### src/rtl/lsu_pkg.sv
// lsu_pkg: shared FSM states, trap cause codes, funct3 encodings and decode helpers for the load/store unit
package lsu_pkg;
  typedef enum logic [1:0] {S_IDLE, S_REQ, S_WAIT, S_RESP} state_e;
  typedef enum logic [1:0] {C_NONE, C_MISALIGN, C_TIMEOUT, C_ILLEGAL} cause_e;
  localparam logic [2:0] F3_B  = 3'b000;
  localparam logic [2:0] F3_H  = 3'b001;
  localparam logic [2:0] F3_W  = 3'b010;
  localparam logic [2:0] F3_D  = 3'b011;
  localparam logic [2:0] F3_BU = 3'b100;
  localparam logic [2:0] F3_HU = 3'b101;
  localparam logic [2:0] F3_WU = 3'b110;
  function automatic logic f3_legal(input logic we, input logic [2:0] f3, input logic rv64);
    return we ? (f3 == F3_B || f3 == F3_H || f3 == F3_W || (rv64 && f3 == F3_D))
              : (f3 == F3_B || f3 == F3_H || f3 == F3_W || f3 == F3_BU || f3 == F3_HU ||
                 (rv64 && (f3 == F3_D || f3 == F3_WU)));
  endfunction
  function automatic logic misaligned(input logic [2:0] f3, input logic [2:0] a);
    return f3[1:0] == 2'd1 ? a[0] : f3[1:0] == 2'd2 ? |a[1:0] : f3[1:0] == 2'd3 ? |a : 1'b0;
  endfunction
endpackage

### src/rtl/lsu_align.sv
// lsu_align: byte-lane mask, store data lane shift and load extract/extend
module lsu_align #(
  parameter int XLEN = 32
) (
  input  logic [2:0]                  funct3,
  input  logic [$clog2(XLEN/8)-1:0]   off,
  input  logic [XLEN-1:0]             wdata,
  input  logic [XLEN-1:0]             rdata,
  output logic [XLEN/8-1:0]           mask,
  output logic [XLEN-1:0]             wdata_sh,
  output logic [XLEN-1:0]             rdata_ext
);
  localparam int NB = XLEN / 8;
  logic [7:0] base;
  logic [5:0] sb;
  logic [63:0] wm, sh;
  logic [XLEN-1:0] rd_sh;
  always_comb begin
    base = funct3[1:0] == 2'd0 ? 8'h01 : funct3[1:0] == 2'd1 ? 8'h03 : funct3[1:0] == 2'd2 ? 8'h0F : 8'hFF;
    mask = NB'(base) << off;
    wdata_sh = wdata << {off, 3'b000};
    rd_sh = rdata >> {off, 3'b000};
    sh = 64'(rd_sh);
    wm = funct3[1:0] == 2'd0 ? 64'hFF : funct3[1:0] == 2'd1 ? 64'hFFFF :
         funct3[1:0] == 2'd2 ? 64'hFFFF_FFFF : '1;
    sb = funct3[1:0] == 2'd0 ? 6'd7 : funct3[1:0] == 2'd1 ? 6'd15 : funct3[1:0] == 2'd2 ? 6'd31 : 6'd63;
    // funct3[2] selects zero-extension; otherwise replicate the lane's top bit
    rdata_ext = XLEN'((sh & wm) | ((~funct3[2] & sh[sb]) ? ~wm : 64'd0));
  end
endmodule

### src/rtl/lsu_ctrl.sv
// lsu_ctrl: single-outstanding load/store controller with alignment/funct3 traps and a bus timeout
module lsu_ctrl
  import lsu_pkg::*;
#(
  parameter int XLEN    = 32,
  parameter int TIMEOUT = 255
) (
  input  logic              i_clk,
  input  logic              i_rst,
  input  logic              i_req_valid,
  output logic              o_req_ready,
  input  logic              i_req_we,
  input  logic [2:0]        i_req_funct3,
  input  logic [31:0]       i_req_addr,
  input  logic [XLEN-1:0]   i_req_wdata,
  output logic              o_rsp_valid,
  output logic [XLEN-1:0]   o_rsp_rdata,
  output logic              o_rsp_trap,
  output logic [1:0]        o_rsp_cause,
  output logic              o_mem_valid,
  input  logic              i_mem_ready,
  output logic [31:0]       o_mem_addr,
  output logic              o_mem_ren,
  output logic              o_mem_wen,
  output logic [XLEN-1:0]   o_mem_wdata,
  output logic [XLEN/8-1:0] o_mem_mask,
  input  logic              i_mem_rvalid,
  input  logic [XLEN-1:0]   i_mem_rdata
);
  localparam int NB = XLEN / 8;
  localparam int OW = $clog2(NB);
  localparam int CW = $clog2(TIMEOUT + 1);
  state_e state_q, state_d;
  logic [CW-1:0] cnt_q, cnt_d;
  logic we_q, we_d, req_ready_q, req_ready_d, mem_valid_q, mem_valid_d;
  logic rsp_valid_q, rsp_valid_d, rsp_trap_q, rsp_trap_d;
  logic [1:0] rsp_cause_q, rsp_cause_d;
  logic [2:0] f3_q, f3_d;
  logic [31:0] addr_q, addr_d;
  logic [XLEN-1:0] wdata_q, wdata_d, rsp_rdata_q, rsp_rdata_d, wdata_sh, rdata_ext;
  logic [NB-1:0] mask;
  logic tmo;
  lsu_align #(.XLEN(XLEN)) u_align (
    .funct3(f3_q), .off(addr_q[OW-1:0]), .wdata(wdata_q), .rdata(i_mem_rdata),
    .mask(mask), .wdata_sh(wdata_sh), .rdata_ext(rdata_ext)
  );
  assign tmo = cnt_q == CW'(TIMEOUT - 1);
  always_comb begin
    state_d = state_q;
    cnt_d = cnt_q;
    we_d = we_q;
    f3_d = f3_q;
    addr_d = addr_q;
    wdata_d = wdata_q;
    req_ready_d = 1'b0;
    mem_valid_d = 1'b0;
    rsp_valid_d = 1'b0;
    rsp_trap_d = 1'b0;
    rsp_cause_d = C_NONE;
    rsp_rdata_d = '0;
    case (state_q)
      S_IDLE: begin
        req_ready_d = ~i_req_valid;
        if (i_req_valid) begin
          we_d = i_req_we;
          f3_d = i_req_funct3;
          addr_d = i_req_addr;
          wdata_d = i_req_wdata;
          if (!f3_legal(i_req_we, i_req_funct3, XLEN == 64)) begin
            state_d = S_RESP;
            {rsp_valid_d, rsp_trap_d, rsp_cause_d} = {2'b11, C_ILLEGAL};
          end else if (misaligned(i_req_funct3, i_req_addr[2:0])) begin
            state_d = S_RESP;
            {rsp_valid_d, rsp_trap_d, rsp_cause_d} = {2'b11, C_MISALIGN};
          end else begin
            state_d = S_REQ;
            mem_valid_d = 1'b1;
            cnt_d = '0;
          end
        end
      end
      S_REQ: begin
        cnt_d = cnt_q + 1'b1;
        if (i_mem_ready) begin
          state_d = we_q ? S_RESP : S_WAIT;
          rsp_valid_d = we_q;
        end else if (tmo) begin
          state_d = S_RESP;
          {rsp_valid_d, rsp_trap_d, rsp_cause_d} = {2'b11, C_TIMEOUT};
        end else mem_valid_d = 1'b1;
      end
      S_WAIT: begin
        cnt_d = cnt_q + 1'b1;
        if (i_mem_rvalid) begin
          state_d = S_RESP;
          rsp_valid_d = 1'b1;
          rsp_rdata_d = rdata_ext;
        end else if (tmo) begin
          state_d = S_RESP;
          {rsp_valid_d, rsp_trap_d, rsp_cause_d} = {2'b11, C_TIMEOUT};
        end
      end
      default: begin
        state_d = S_IDLE;
        req_ready_d = 1'b1;
      end
    endcase
  end
  always_ff @(posedge i_clk or posedge i_rst) begin
    if (i_rst) begin
      state_q <= S_IDLE;
      cnt_q <= '0;
      we_q <= 1'b0;
      f3_q <= '0;
      addr_q <= '0;
      wdata_q <= '0;
      req_ready_q <= 1'b1;
      mem_valid_q <= 1'b0;
      rsp_valid_q <= 1'b0;
      rsp_trap_q <= 1'b0;
      rsp_cause_q <= '0;
      rsp_rdata_q <= '0;
    end else begin
      state_q <= state_d;
      cnt_q <= cnt_d;
      we_q <= we_d;
      f3_q <= f3_d;
      addr_q <= addr_d;
      wdata_q <= wdata_d;
      req_ready_q <= req_ready_d;
      mem_valid_q <= mem_valid_d;
      rsp_valid_q <= rsp_valid_d;
      rsp_trap_q <= rsp_trap_d;
      rsp_cause_q <= rsp_cause_d;
      rsp_rdata_q <= rsp_rdata_d;
    end
  end
  // Bus fields are gated so an idle bus reads as all zeros
  assign o_req_ready = req_ready_q;
  assign o_mem_valid = mem_valid_q;
  assign o_mem_addr  = mem_valid_q ? {addr_q[31:OW], {OW{1'b0}}} : '0;
  assign o_mem_ren   = mem_valid_q & ~we_q;
  assign o_mem_wen   = mem_valid_q & we_q;
  assign o_mem_wdata = (mem_valid_q & we_q) ? wdata_sh : '0;
  assign o_mem_mask  = mem_valid_q ? mask : '0;
  assign o_rsp_valid = rsp_valid_q;
  assign o_rsp_trap  = rsp_trap_q;
  assign o_rsp_cause = rsp_cause_q;
  assign o_rsp_rdata = rsp_rdata_q;
endmodule

### config.mk
export PLATFORM = sky130hd
export DESIGN_NAME = lsu_ctrl
export DESIGN_NICKNAME = d
export VERILOG_FILES = /design/src/rtl/lsu_pkg.sv /design/src/rtl/lsu_align.sv /design/src/rtl/lsu_ctrl.sv
export SDC_FILE = /design/constraint.sdc
export NUM_CORES = 1
export LEC_CHECK = 0
export BUFFER_PORTS_ARGS = -buffer_cell sky130_fd_sc_hd__buf_2
export CAP_MARGIN = 20
export CORE_UTILIZATION = 55
export DETAILED_ROUTE_END_ITERATION = 10
export PLACE_DENSITY = 0.82
export SLEW_MARGIN = 25
export SYNTH_ARGS = -nofsm -noshare
export SYNTH_HDL_FRONTEND = slang
export SYNTH_HIERARCHICAL = 1
export SYNTH_SLANG_ARGS = --single-unit
### constraint.sdc
create_clock -name i_clk -period 6.7 [get_ports i_clk]
set_input_delay 0.67 -clock i_clk [delete_from_list [all_inputs] [get_ports i_clk]]
set_output_delay 0.67 -clock i_clk [all_outputs]
set_load 0.01 [all_outputs]
==> results.sh <==
export IMPL_dp_slack_ns=3.76
export IMPL_critPathCaptureType="output pin"
export IMPL_grt_max_degree=65
export IMPL_synth_simple_area_share=0.184
export IMPL_syn_instance_count=596
export IMPL_synth_main_ff_cell="dfrtp_1"
export IMPL_fin_crit_sh=0.472
export IMPL_hold_buffers=0
export IMPL_seq_area_um2=2910
export IMPL_synth_top_family_by_area="multiplexers"
export IMPL_antenna_found_initial=0
export IMPL_syn_to_final_growth_pct=26.1
export IMPL_place_congestion=0.880
export IMPL_rows=38
export IMPL_stdcell_area_um2=7880
export IMPL_final_setup_worst_slack_ns=3.54
export IMPL_worstMarginPinSlew_ns=1.02
export IMPL_power_density_nw_per_um2=459
export IMPL_drive_gt1_frac=0.427
export IMPL_post_cts_buffers=0
export IMPL_dr_pass1_iters=5
export IMPL_fin_cells=932
export IMPL_muxShareOfSynthArea=0.194
export IMPL_utilization=0.721
export IMPL_outcome="finished clean"
export IMPL_synth_adder_area_share=0.0120
export IMPL_fmax_mhz=316
export IMPL_place_inst=901
export IMPL_cts_tree="done"
export IMPL_grt_overflow_total=0
export IMPL_setup_violations=0
export IMPL_path_clk_slew_ns=0.06
export IMPL_drtIter0Drc=377
export IMPL_ys_seq_area_frac=0.465
export IMPL_synth_area_per_cell_um2=10.5
export IMPL_yosys_warnings=6
export IMPL_crit_path_start_kind="flop"
export IMPL_nNetsFinal=891
export IMPL_synth_edf_count=0
export IMPL_numCtsBuffers=17
export IMPL_synth_xor_area_share=0
export IMPL_report_final_hold_viol_count=0
export IMPL_hold_class="input port to async pin"
export IMPL_max_vdd_ir_drop_uv=217
export IMPL_synth_top_area_share=0.460
export IMPL_slew_viol_final=0
export IMPL_insertion_delay_ns=0.40
export IMPL_synthDistinctLibCells=49
export IMPL_finClkSkew_ns=0.0107
export IMPL_cts_htree_levels=4
export IMPL_cts_resized=0
export IMPL_clockRootBuffer="clkbuf_16"
export IMPL_synth_seq_cells=116
export IMPL_core_area_um2=10900
export IMPL_synth_top_area_cell="dfrtp_1"
export IMPL_drt_total_wl_um=15900
export IMPL_hpwl_um=11000
export IMPL_fin_setup_tns_ns=0
export IMPL_ant_nets=0
export IMPL_vias_per_cell=5.70
export IMPL_nFillCells=789
export IMPL_synth_compound_area_frac=0.0983
export IMPL_slew_headroom=0.321
export IMPL_power_mw=3.61
export IMPL_initial_core_util=0.572
export IMPL_grt_pass1_vias=5070
export IMPL_hold_worst_slack_ns=0.365
export IMPL_crit_type="flop to output pin"
export IMPL_clock_sinks=116
export IMPL_critPathMaxFanout=63
export IMPL_clockBufferDepth=2
export IMPL_pin_count=213
export IMPL_placed_cell_area_um2=7270
export IMPL_maxCapViolations=0
export IMPL_syn_area_um2=6250
export IMPL_drt_drc_violations_left=0
export IMPL_die_height_um=109
export IMPL_grt_usage=0.277
export IMPL_multi_input_comb_area_um2=3060
export IMPL_fin_crit_ns=3.16
export IMPL_leakage_nw=4.28
export IMPL_grt_pass1_wl_um=25200
export IMPL_synthArstFlopShare=1.00
export IMPL_wl_per_cell_um=17.1
export IMPL_dieWidth_um=109
export IMPL_dr_total_vias=5317
export IMPL_yosys_top_cells_area="dfrtp_1, mux2_2, and3_1"
export IMPL_crit_arrival_ns=2.49
export IMPL_cp_required_ns=6.03
export IMPL_antennaDiodeCount=0
export IMPL_rsz0062_at_grt="no"
export IMPL_numPortBuffers=210
export IMPL_die_area_um2=11800
-- worst max-delay path: stages, from the launching register on --
cell and delay, ns:
dfrtp_4 0.88, and2b_1 0.67, nand2_1 0.11, o21ai_0 0.11, and3_1 0.18, buf_2 0.13
-- worst paths after layout --
check	start	end	slack (ns)	cells after the start
worst max-delay path	addr_q[0]$_DFFE_PP0P_	o_mem_wdata[21]	3.54	5
worst min-delay path	i_rst	o_rsp_rdata[16]$_DFF_PP0_	0.37	2
worst max register to register	addr_q[1]$_DFFE_PP0P_	o_rsp_rdata[17]$_DFF_PP0_	4.06	6
worst min register to register	cnt_q[7]$_DFFE_PP0P_	cnt_q[7]$_DFFE_PP0P_	0.48	1
max in group asynchronous	i_rst	addr_q[0]$_DFFE_PP0P_	5.02	3
min in group i_clk	cnt_q[7]$_DFFE_PP0P_	cnt_q[7]$_DFFE_PP0P_	0.48	1
-- kinds of logic (layout without fill, tap and decap cells) --
group	after synthesis	count (layout)
compound gates	88	88
other cells	1	2
buf+inv	60	255
fa+ha+maj	6	6
mux	111	111
flops	116	116
simple gates	214	214
-- report_power, final --
| part | switching [mW] | total [mW] | leakage [nW] | internal [mW] |
|---|---|---|---|---|
| sequential | 0.290 | 1.26 | 1.45 | 0.971 |
| combinational | 0.736 | 1.43 | 2.53 | 0.690 |
| clock | 0.306 | 0.926 | 0.302 | 0.620 |
| total | 1.33 | 3.61 | 4.28 | 2.28 |
-- per-layer routing --
metal	track usage	part of all wire	vias to the layer above
met3	0.0634	0.076	39
met5	0	0	-
met1	0.355	0.41	2534
met4	0.125	0.026	0
met2	0.448	0.48	289
li1	-	-	2455
-- registers in the layout, indices dropped and copies added, names as in the netlist --
name         count
o_rsp_trap       1
o_rsp_cause      2
we_q             1
o_req_ready      1
addr_q          32
wdata_q         32
cnt_q            8
o_mem_valid      1
f3_q             3
state_q          2
o_rsp_valid      1
o_rsp_rdata     32
-- cells in the final DEF, fill, tap and decap left out, types with 5 or more instances in the layout --
cell,instances
nor2_1,28
a221oi_1,8
buf_2,210
nand2_1,47
ha_1,6
nor2b_1,12
nand3_1,5
a21oi_1,14
nand2b_1,6
clkbuf_16,17
and3_1,64
mux2_2,77
dfrtp_1,113
a211oi_1,9
o21ai_0,29
and2_1,44
inv_1,8
mux2i_1,33
-- cells in the mapped netlist, types with 2 or more instances --
| cell | instances |
|---|---|
| nand2b_1 | 6 |
| o211ai_1 | 3 |
| ha_1 | 6 |
| nand3_1 | 5 |
| o21ai_0 | 29 |
| buf_2 | 18 |
| and2_1 | 44 |
| clkbuf_1 | 24 |
| nand2_1 | 48 |
| buf_4 | 3 |
| a21oi_1 | 14 |
| dfrtp_1 | 115 |
| a22oi_1 | 2 |
| buf_6 | 4 |
| mux2_2 | 77 |
| o21ai_2 | 3 |
| a32o_1 | 4 |
| a221oi_1 | 8 |
| nor2b_1 | 12 |
| o31ai_1 | 2 |
| nor2_1 | 28 |
| a21o_1 | 2 |
| and3_1 | 64 |
| inv_1 | 9 |
| a211oi_1 | 9 |
| o2bb2ai_1 | 2 |
| mux2i_1 | 33 |
-- layout make-up --
| cell class | count | area share |
|---|---|---|
| tap | 140 | 0.0222 |
| clock buffer | 22 | 0.0614 |
| multi-input combinational | 421 | 0.389 |
| clock inverter | 9 | 0.0160 |
| sequential | 116 | 0.369 |
| inverter | 10 | 0.00508 |
| timing repair buffer | 214 | 0.137 |
Note: power is estimated with default switching activity, not from simulation.
